File: config.mk
export PLATFORM = sky130hd
export DESIGN_NAME = ifetcher_stream
export DESIGN_NICKNAME = d
export VERILOG_FILES = /design/src/rtl/ifetcher_stream.sv
export SDC_FILE = /design/constraint.sdc
export NUM_CORES = 1
export LEC_CHECK = 0
export ABC_AREA = 1
export CAP_MARGIN = 10
export CORE_AREA = 2 2 174 176
export DETAILED_ROUTE_END_ITERATION = 16
export DIE_AREA = 0 0 176 178
export PLACE_DENSITY = 0.85
export RECOVER_POWER = 50
export SKIP_LAST_GASP = 1
export SLEW_MARGIN = 10
export SYNTH_ARGS = -nofsm -noshare
export SYNTH_HDL_FRONTEND = slang
export SYNTH_SLANG_ARGS = --single-unit
File: constraint.sdc
create_clock -name iClk -period 10.5 [get_ports iClk]
set_input_delay 3.15 -clock iClk [delete_from_list [all_inputs] [get_ports iClk]]
set_output_delay 3.15 -clock iClk [all_outputs]
set_load 0.02 [all_outputs]
File: src/rtl/ifetcher_stream.sv
// Pipelined instruction fetcher: keeps several in-order cache requests in flight,
// tags each response with its PC and buffers it in a credit-protected receive queue.
module ifetcher_stream #(
    parameter int              XLEN            = 32,
    parameter logic [XLEN-1:0] RESET_PC        = '0,
    parameter int              FIFO_DEPTH      = 4,
    parameter int              MAX_OUTSTANDING = 2,
    parameter int              TIMEOUT         = 255
) (
    input  logic            iClk,
    input  logic            iResetn,
    input  logic            iJumpVld,
    input  logic [XLEN-1:0] iJumpPC,
    output logic            toCache_req,
    output logic [XLEN-1:0] toCache_pc,
    input  logic            fromCache_gnt,
    input  logic            fromCache_resp,
    input  logic [XLEN-1:0] fromCache_instr,
    output logic            oInstrVld,
    output logic [XLEN-1:0] oInstr,
    output logic [XLEN-1:0] oInstrPC,
    input  logic            iInstrRdy,
    output logic            oTimeoutFatal
);

    localparam int CW = $clog2(FIFO_DEPTH + 1);
    localparam int FW = $clog2(FIFO_DEPTH);
    localparam int TW = (MAX_OUTSTANDING > 1) ? $clog2(MAX_OUTSTANDING) : 1;

    logic [XLEN-1:0] pc_q, pc_d;
    logic [CW-1:0]   outs_q, outs_d;
    logic [CW-1:0]   drop_q, drop_d;
    logic [CW-1:0]   cnt_q, cnt_d;
    logic [TW-1:0]   tag_wr_q, tag_wr_d;
    logic [TW-1:0]   tag_rd_q, tag_rd_d;
    logic [FW-1:0]   wr_ptr_q, wr_ptr_d;
    logic [FW-1:0]   rd_ptr_q, rd_ptr_d;
    logic [15:0]     tcnt_q, tcnt_d;
    logic            fatal_q, fatal_d;

    logic [XLEN-1:0] tag_mem   [MAX_OUTSTANDING];
    logic [XLEN-1:0] instr_mem [FIFO_DEPTH];
    logic [XLEN-1:0] pc_mem    [FIFO_DEPTH];

    logic            accept;
    logic            resp;
    logic            push;
    logic            pop;
    logic [CW:0]     credit;

    // Credit counts queued entries plus live (non-squashed) requests still in flight.
    always_comb begin
        credit      = {1'b0, cnt_q} + {1'b0, outs_q} - {1'b0, drop_q};
        toCache_req = !fatal_q && !iJumpVld
                      && (outs_q < CW'(MAX_OUTSTANDING))
                      && (credit < (CW + 1)'(FIFO_DEPTH));
        toCache_pc  = pc_q;
        accept      = toCache_req && fromCache_gnt;
        resp        = fromCache_resp && (outs_q != '0);
        push        = resp && (drop_q == '0) && !iJumpVld;
        oInstrVld   = (cnt_q != '0);
        pop         = oInstrVld && iInstrRdy && !iJumpVld;
        oInstr      = oInstrVld ? instr_mem[rd_ptr_q] : '0;
        oInstrPC    = oInstrVld ? pc_mem[rd_ptr_q] : '0;
        oTimeoutFatal = fatal_q;
    end

    always_comb begin
        pc_d     = pc_q;
        outs_d   = outs_q + CW'(accept) - CW'(resp);
        drop_d   = drop_q;
        tag_wr_d = tag_wr_q;
        tag_rd_d = tag_rd_q;
        wr_ptr_d = push ? wr_ptr_q + FW'(1) : wr_ptr_q;
        rd_ptr_d = pop ? rd_ptr_q + FW'(1) : rd_ptr_q;
        cnt_d    = cnt_q + CW'(push) - CW'(pop);
        tcnt_d   = tcnt_q;
        fatal_d  = fatal_q || (tcnt_q == 16'(TIMEOUT));

        if (accept) begin
            pc_d     = pc_q + XLEN'(4);
            tag_wr_d = (tag_wr_q == TW'(MAX_OUTSTANDING - 1)) ? '0 : tag_wr_q + TW'(1);
        end
        if (resp) begin
            tag_rd_d = (tag_rd_q == TW'(MAX_OUTSTANDING - 1)) ? '0 : tag_rd_q + TW'(1);
            if (drop_q != '0) begin
                drop_d = drop_q - CW'(1);
            end
        end

        // The tag queue survives a jump; only the squash count records what is now stale.
        if (iJumpVld) begin
            pc_d     = iJumpPC & ~XLEN'(3);
            drop_d   = outs_q - CW'(resp);
            wr_ptr_d = '0;
            rd_ptr_d = '0;
            cnt_d    = '0;
        end

        if (resp || (outs_q == '0)) begin
            tcnt_d = '0;
        end else if (tcnt_q != 16'(TIMEOUT)) begin
            tcnt_d = tcnt_q + 16'd1;
        end
    end

    always_ff @(posedge iClk or negedge iResetn) begin
        if (!iResetn) begin
            pc_q     <= RESET_PC;
            outs_q   <= '0;
            drop_q   <= '0;
            cnt_q    <= '0;
            tag_wr_q <= '0;
            tag_rd_q <= '0;
            wr_ptr_q <= '0;
            rd_ptr_q <= '0;
            tcnt_q   <= '0;
            fatal_q  <= 1'b0;
        end else begin
            pc_q     <= pc_d;
            outs_q   <= outs_d;
            drop_q   <= drop_d;
            cnt_q    <= cnt_d;
            tag_wr_q <= tag_wr_d;
            tag_rd_q <= tag_rd_d;
            wr_ptr_q <= wr_ptr_d;
            rd_ptr_q <= rd_ptr_d;
            tcnt_q   <= tcnt_d;
            fatal_q  <= fatal_d;
        end
    end

    // Storage arrays need no reset: the pointers and counts decide what is valid.
    always_ff @(posedge iClk) begin
        if (accept) begin
            tag_mem[tag_wr_q] <= pc_q;
        end
        if (push) begin
            instr_mem[wr_ptr_q] <= fromCache_instr;
            pc_mem[wr_ptr_q]    <= tag_mem[tag_rd_q];
        end
    end

endmodule

==> run summary <==
CTS tree -> built
Hold Startpoint -> oTimeoutFatal
Vias -> 11400
GP Congestion -> 0.826
Final Max Tran Viols -> 63
Die X -> 176 um
Top cell by count, worst path -> nand2_1
Post-CTS sizing -> 0
Min-Delay Endpoint -> oTimeoutFatal
Nets -> 1758
Post-route ant nets -> 0
Fmax -> 0.112 GHz
Diode count -> 0
Fraction of layout cells with a size suffix above 1 -> 0.0572
Reg2Reg Launch Point -> outs_q[2]
Clock transition at path regs -> 0.06 ns
Skew-Pair Late Insertion Delay -> 0.52 ns
Final period util -> 0.848
I/O Pins -> 169
PwrDens -> 243 nW/um^2
H-tree depth -> 2
Max clock buf depth -> 3
Top cell type's share of synthesized area -> 0.579
Num rows -> 63
Top cells by area, synth -> edfxtp_1, dfrtp_1, nor2_1
Warnings, synthesis -> 0
Max Cap Viol -> 1
Port bufs -> 162
Crit path kind -> input pin to primary output
Hold_ws -> 0.514 ns
Non-Filler Instances -> 2086
Gr usage total -> 0.229
Post-synthesis sequential area ratio -> 0.676
Reg2reg end -> instr_mem[0][31]
Hold Path Class -> register to register
Post-DP Area -> 17900 um^2
Synthesized flop and latch total -> 370
First-pass GRT wire length -> 56300 um
Worst hold stages -> 1
Area leader, netlist -> edfxtp_1
Post-CTS Hold Buffers -> 0
Setup total negative slack -> 0 ns
CP arrival -> 5.76 ns
WL final -> 35500 um
Worst Path Required -> 7.35 ns
Die area -> 31300 um^2
Largest net degree at the start of global routing -> 106
Avg Inst Size Synth -> 10.5 um^2
Failing checks -> capacitance limit, slew limit
Critical-path top delay cell -> inv_1
Post-DP HPWL -> 21100 um
Crit-path max FO -> 38
Crit-path max cell delay -> 0.93 ns
Final setup viols -> 0
Post-Synthesis Cells -> 1519
Post-route cell area -> 19100 um^2
Critical path endpoint category -> primary output
1st-pass router iterations -> 5
Max_slew headroom -> -1.38
Area of the core -> 29400 um^2
Startpoint class of the critical path -> input pin
Initial Utilization -> 0.544
Cell Chain, Critical Path -> dlygate4sd3_1 > inv_1 > nand2_1 > nor2_1 > nand2_1 > nor2_2 > nand2_1 > inv_1 > clkdlybuf4s50_1
CP top delay family -> buffers and inverters
Final Critical Period -> 8.91 ns
Peak supply drop -> 213 uV
DR WL/cell -> 17.0 um
Clock Sink Count -> 370
Fin. Hold Viols -> 0
Detailed Route Iter0 Violations -> 907
Status -> finished with violations
Vias in the first global route -> 11400
Worst reg-to-reg setup slack -> 6.76 ns
Vias per Instance -> 5.49
Post-route DRC -> 0
Number of cells after detailed placement -> 2016
Worst r2r path cells -> 5
Crit path buf inv count -> 4
Mapped Area -> 16000 um^2
Postcts setup bufs -> 0
RSZ-0062 raised after global routing -> no
Initial antenna violation count -> 0
Leak -> 7.22 nW
Worst-Margin Slew -> 3.57 ns
Grt ovf -> 0
Layout area overhead -> 19.4%
Clock Skews -> 0.0159 ns
Die height -> 178 um
Unique masters post-synth -> 37
Cts bufs inserted -> 38
CTS root buf -> clkbuf_16
==> layout by cell type (no fill, tap or decap), drive strengths merged, types with 2 or more instances in the layout <==
cell type / synthesis / final
edfxtp: 308 / 308
xor2: 9 / 9
nor3: 3 / 3
a21oi: 87 / 87
and2: 2 / 2
conb: 1 / 4
o21ai: 152 / 152
fa: 4 / 4
ha: 18 / 18
clkbuf: 45 / 51
nor2: 333 / 333
o21bai: 3 / 3
nand2: 313 / 313
xnor2: 4 / 4
o211ai: 2 / 2
nor4: 2 / 2
dlygate4sd3: 0 / 56
nand4: 4 / 4
or2: 2 / 2
clkdlybuf4s50: 0 / 105
a31oi: 2 / 2
clkinv: 0 / 14
inv: 80 / 83
bufinv: 0 / 3
buf: 26 / 13
dfrtp: 62 / 62
nand3: 54 / 54
==> synth_stat cells, drive strengths merged <==
| master | instances |
|---|---|
| a21oi | 87 |
| a31oi | 2 |
| and2 | 2 |
| buf | 26 |
| clkbuf | 45 |
| conb | 1 |
| dfrtp | 62 |
| edfxtp | 308 |
| fa | 4 |
| ha | 18 |
| inv | 80 |
| mux2 | 1 |
| nand2 | 313 |
| nand3 | 54 |
| nand4 | 4 |
| nor2 | 333 |
| nor3 | 3 |
| nor3b | 1 |
| nor4 | 2 |
| o211ai | 2 |
| o21a | 1 |
| o21ai | 152 |
| o21bai | 3 |
| or2 | 2 |
| xnor2 | 4 |
| xor2 | 9 |
==> flip-flops by register name, indices dropped and copies added (netlist names) <==
register,cells
rd_ptr_q,2
tag_rd_q,1
outs_q,3
toCache_pc,30
instr_mem,128
drop_q,3
oTimeoutFatal,1
tcnt_q,16
pc_mem,120
tag_mem,60
wr_ptr_q,2
tag_wr_q,1
cnt_q,3
==> how the worst max path moves through the flow <==
stage               startpoint     endpoint  cells after the start
finish                iJumpVld  toCache_req                      9
global route          iJumpVld  toCache_req                      9
CTS                   iJumpVld  toCache_req                      9
detailed placement    iJumpVld  toCache_req                      9
global placement      iJumpVld  toCache_req                      9
floorplan             iJumpVld  toCache_req                      8
==> power breakdown <==
group          leakage, nW  internal [mW]  switching, mW
combinational         3.05          0.529          0.936
sequential            3.58           1.76          0.122
clock                0.594          0.761          0.538
total                 7.22           3.05           1.60
==> worst reg2reg max path: stages (launching register included) <==
cell,delay (ns)
dfrtp_1,0.45
inv_2,0.07
a31oi_1,0.56
nand4_1,0.65
nor2_4,1.03
buf_4,0.60
==> through the flow <==
step / power [mW] / utilization / setup slack (ns)
global route: 4.87 / 0.649 / 1.31
CTS: 4.69 / 0.650 / 2.10
detailed placement: 3.38 / 0.609 / 2.11
finish: 4.65 / 0.649 / 1.59
global placement: 3.32 / 0.609 / 2.10
floorplan: 2.76 / - / 3.58
==> area by class of cell <==
cell class,count,area (um^2)
clock inverters,20,194
clock buffers,50,1020
fillers,2141,10300
multi-input cells,1001,4570
inverters,80,300
well taps,390,488
flip-flops and latches,370,10800
repair buffers,175,1710
==> logic make-up (layout without fill, tap and decap cells) <==
group,after synthesis,after routing,synth area share
buf+inv,151,325,0.0395
other cells,1,4,0.000235
mux,1,1,0.000705
fa+ha+maj,22,22,0.0191
simple gates,714,714,0.178
flops,370,370,0.676
compound gates,247,247,0.0798
xor+xnor,13,13,0.00712
==> layer usage <==
layer | vias up | global-route usage | share of wire
met3 | 81 | 0.0337 | 0.067
li1 | 5401 | - | -
met2 | 458 | 0.401 | 0.50
met1 | 5507 | 0.290 | 0.41
met5 | - | 0 | 0
met4 | 0 | 0.0868 | 0.030
Power figures use the tool's default switching activity.
==> variant: new RTL, same flow settings <==
Put a register stage on the output `oTimeoutFatal`, with the module's reset. The value now appears one clock later. The other outputs are not delayed to match.
--- a/src/rtl/ifetcher_stream.sv
+++ b/src/rtl/ifetcher_stream.sv
@@ -26,6 +26,8 @@
     localparam int CW = $clog2(FIFO_DEPTH + 1);
     localparam int FW = $clog2(FIFO_DEPTH);
     localparam int TW = (MAX_OUTSTANDING > 1) ? $clog2(MAX_OUTSTANDING) : 1;
+
+    logic oTimeoutFatal_d;
 
     logic [XLEN-1:0] pc_q, pc_d;
     logic [CW-1:0]   outs_q, outs_d;
@@ -62,7 +64,7 @@
         pop         = oInstrVld && iInstrRdy && !iJumpVld;
         oInstr      = oInstrVld ? instr_mem[rd_ptr_q] : '0;
         oInstrPC    = oInstrVld ? pc_mem[rd_ptr_q] : '0;
-        oTimeoutFatal = fatal_q;
+        oTimeoutFatal_d = fatal_q;
     end
 
     always_comb begin
@@ -141,5 +143,13 @@
         end
     end
 
+    always_ff @(posedge iClk or negedge iResetn) begin
+        if (!iResetn) begin
+            oTimeoutFatal <= '0;
+        end else begin
+            oTimeoutFatal <= oTimeoutFatal_d;
+        end
+    end
+
 endmodule
 
Function: no difference found for any inputs over 4 cycles, from zero or initial values and one cycle with iResetn low; that may be too few to reach the edited logic, so the function may still have changed.
==> variant against the unedited design <==
- the flow still finishes with violations (max-capacitance violations, max-slew violations)
- clock skew grew 13 ps
- setup slack better by 680 ps
- area after synthesis is 0.16% higher
- sequential cell count up 1
- clock power is 11% higher
- power rose by 3.1%
- register-to-register slack got worse by 50 ps
- global-route usage shrank 0.18 points
- cell area rose by 0.94%
- routed wire length increased by 0.30%
- utilization up 0.61 points
- count of clock-buffer cells in the layout decreased by 7
- hold slack lost 110 ps
- largest power group unchanged
==> variant: results (changes against the unedited design) <==
Status
  – Status: finished with violations
  – Failing checks: max-capacitance violations, max-slew violations

Pwr
  – Leak Pwr: 7.294 nW (+0.98%)
  – Sw Share: 33.69% (-0.68 points)
  – Clock group: 0.00144 W (+11%)
  – Switching pwr: 0.001614 W (+1.1%)
  – Comb power frac: 30.8% (-0.7 points)
  – Worst IR drop on VDD: 0.0001451 V (-32%)

Clock network
  – H-tree levels: 2 (unchanged)
  – Num CTS Buffers: 38 (unchanged)
  – Post-CTS Repair Setup Buffers: 0 (unchanged)
  – Clock transition at path regs: 50 ps

Setup path
  – CP Capture Point: toCache_req
  – CP Data Arrival Time: 5080 ps (-680 ps)
  – Critical-path maximum fanout: 46 (+21%)
  – R2R Setup Slk: 6710 ps (-50 ps)
  – R2R Path End: toCache_pc[26]$_DFFE_PN0P_
  – R2R cell count: 12 (+7)
  – RR Startpoint: drop_q[2]$_DFFE_PN0P_
  – Critical path launch point: iJumpVld

Global route
  – First-pass GRT wire length: 55810 um (-0.85%)
  – Pin count of the biggest net entering global routing: 96 (-9.4%)
  – Antenna violations before repair: 2 (+2)
  – Vias in the first global route: 11.25k (-1.3%)
  – All-Layer GR Usage: 22.69% (-0.18 points)

Synthesis
  – Compound-Gate Fraction of Synth Area: 7.965% (-0.012 points)
  – Synth unique cells: 37 (unchanged)
  – Adder-cell share of the synthesized area: 1.907% (-0.0030 points)
  – Post-synthesis mux area share: 0.07035% (-0.00011 points)
  – Post-Syn Instances: 1520 (+0.066%)
  – Most frequent cells after synthesis: 322 x nor2_1, 309 x nand2_1, 308 x edfxtp_1, 151 x o21ai_0, 87 x a21oi_1
  – Sequential area share after synthesis: 67.63% (about the same)
  – Area contributors post-synth: edfxtp_1 58%, dfrtp_1 9.8%, nor2_1 7.6%
  – Fraction of registers with async set/reset: 16.98% (+0.22 points)
  – XOR/XNOR Fraction of Synth Area: 0.7113% (-0.0011 points)

Worst hold path
  – Hold_sp: fatal_q$_DFF_PN0_
  – Hold path cells: 0 (-1)
  – Worst hold-check path type: register to register

Cells and area
  – N_diodes: 0 (unchanged)
  – Final Instance Count excl. Fillers: 2089 (+0.14%)
  – Fill count: 2131 (-0.47%)
  – Nets@finish: 1761 (+0.17%)
  – FF+latch area: 10830 um2 (+0.23%)
  – Regs by FF count: instr_mem: 128 flops, pc_mem: 120 flops, tag_mem: 60 flops
  – Share of cells above drive strength 1: 6.121% (+0.40 points)

Place
  – Dpl ws: 2396 ps (+281.9 ps)
  – Placed cell areas: 17950 um2 (+0.22%)
  – DP HPWL: 20770 um (-1.8%)
  – RD Place Congestion: 0.8279 (+0.21%)
  – Placed insts: 2019 (+0.15%)

STA
  – Clock skew: 28.63 ps (+12.74 ps)
  – Slew headroom: -131.3% (+6.7 points)
  – Slew Viols, Final: 102 (+62%)
  – WHS: 404.2 ps (-109.7 ps)
  – Final period utilization: 78.37% (-6.5 points)

Drt
  – Initial DRC count: 947 (+4.4%)
  – DR WL/cell: 17.03 um (+0.16%)
  – Post-DR vias/cell: 5.488 (about the same)
  – DRT Pass-1 Iters: 7 (+2)

Job
  – Max-cap viol count: 2 (+1)
variant: cell types whose count changed in the layout (fill, tap and decap cells not counted), sizes merged:
cell,unedited run,this run
dlygate4sd3,56,47
clkbuf,51,46
clkinv,14,17
clkdlybuf4s50,105,114
inv,83,80
bufinv,3,8
clkinvlp,0,2
dfrtp,62,63
variant: cell type report:
cell class                 instances  share of cell area [%]
inverter                          80                   1.559
sequential                       371                   56.22
multi-input combinational       1001                   23.69
clock inverter                    27                   1.935
clock buffer                      43                   5.144
tap                              390                   2.533
timing repair buffer             177                   8.917
variant: critical path, cell delays in order:
cell	delay [ps]
dlygate4sd3_1	530
buf_4	290
inv_1	120
nand2_1	50
nor2_1	80
nand2_1	70
nor2_2	90
nand2_1	60
inv_1	50
clkdlybuf4s50_1	590
variant: per-layer routing:
layer / up-vias / global-route usage [%] / part of all wire [%]
li1: 5409 / - / -
met1: 5506 / 29.58 / 41
met2: 469 / 38.66 / 49
met3: 77 / 3.858 / 7.2
met4: 4 / 8.264 / 2.8
met5: - / 0 / 0.073
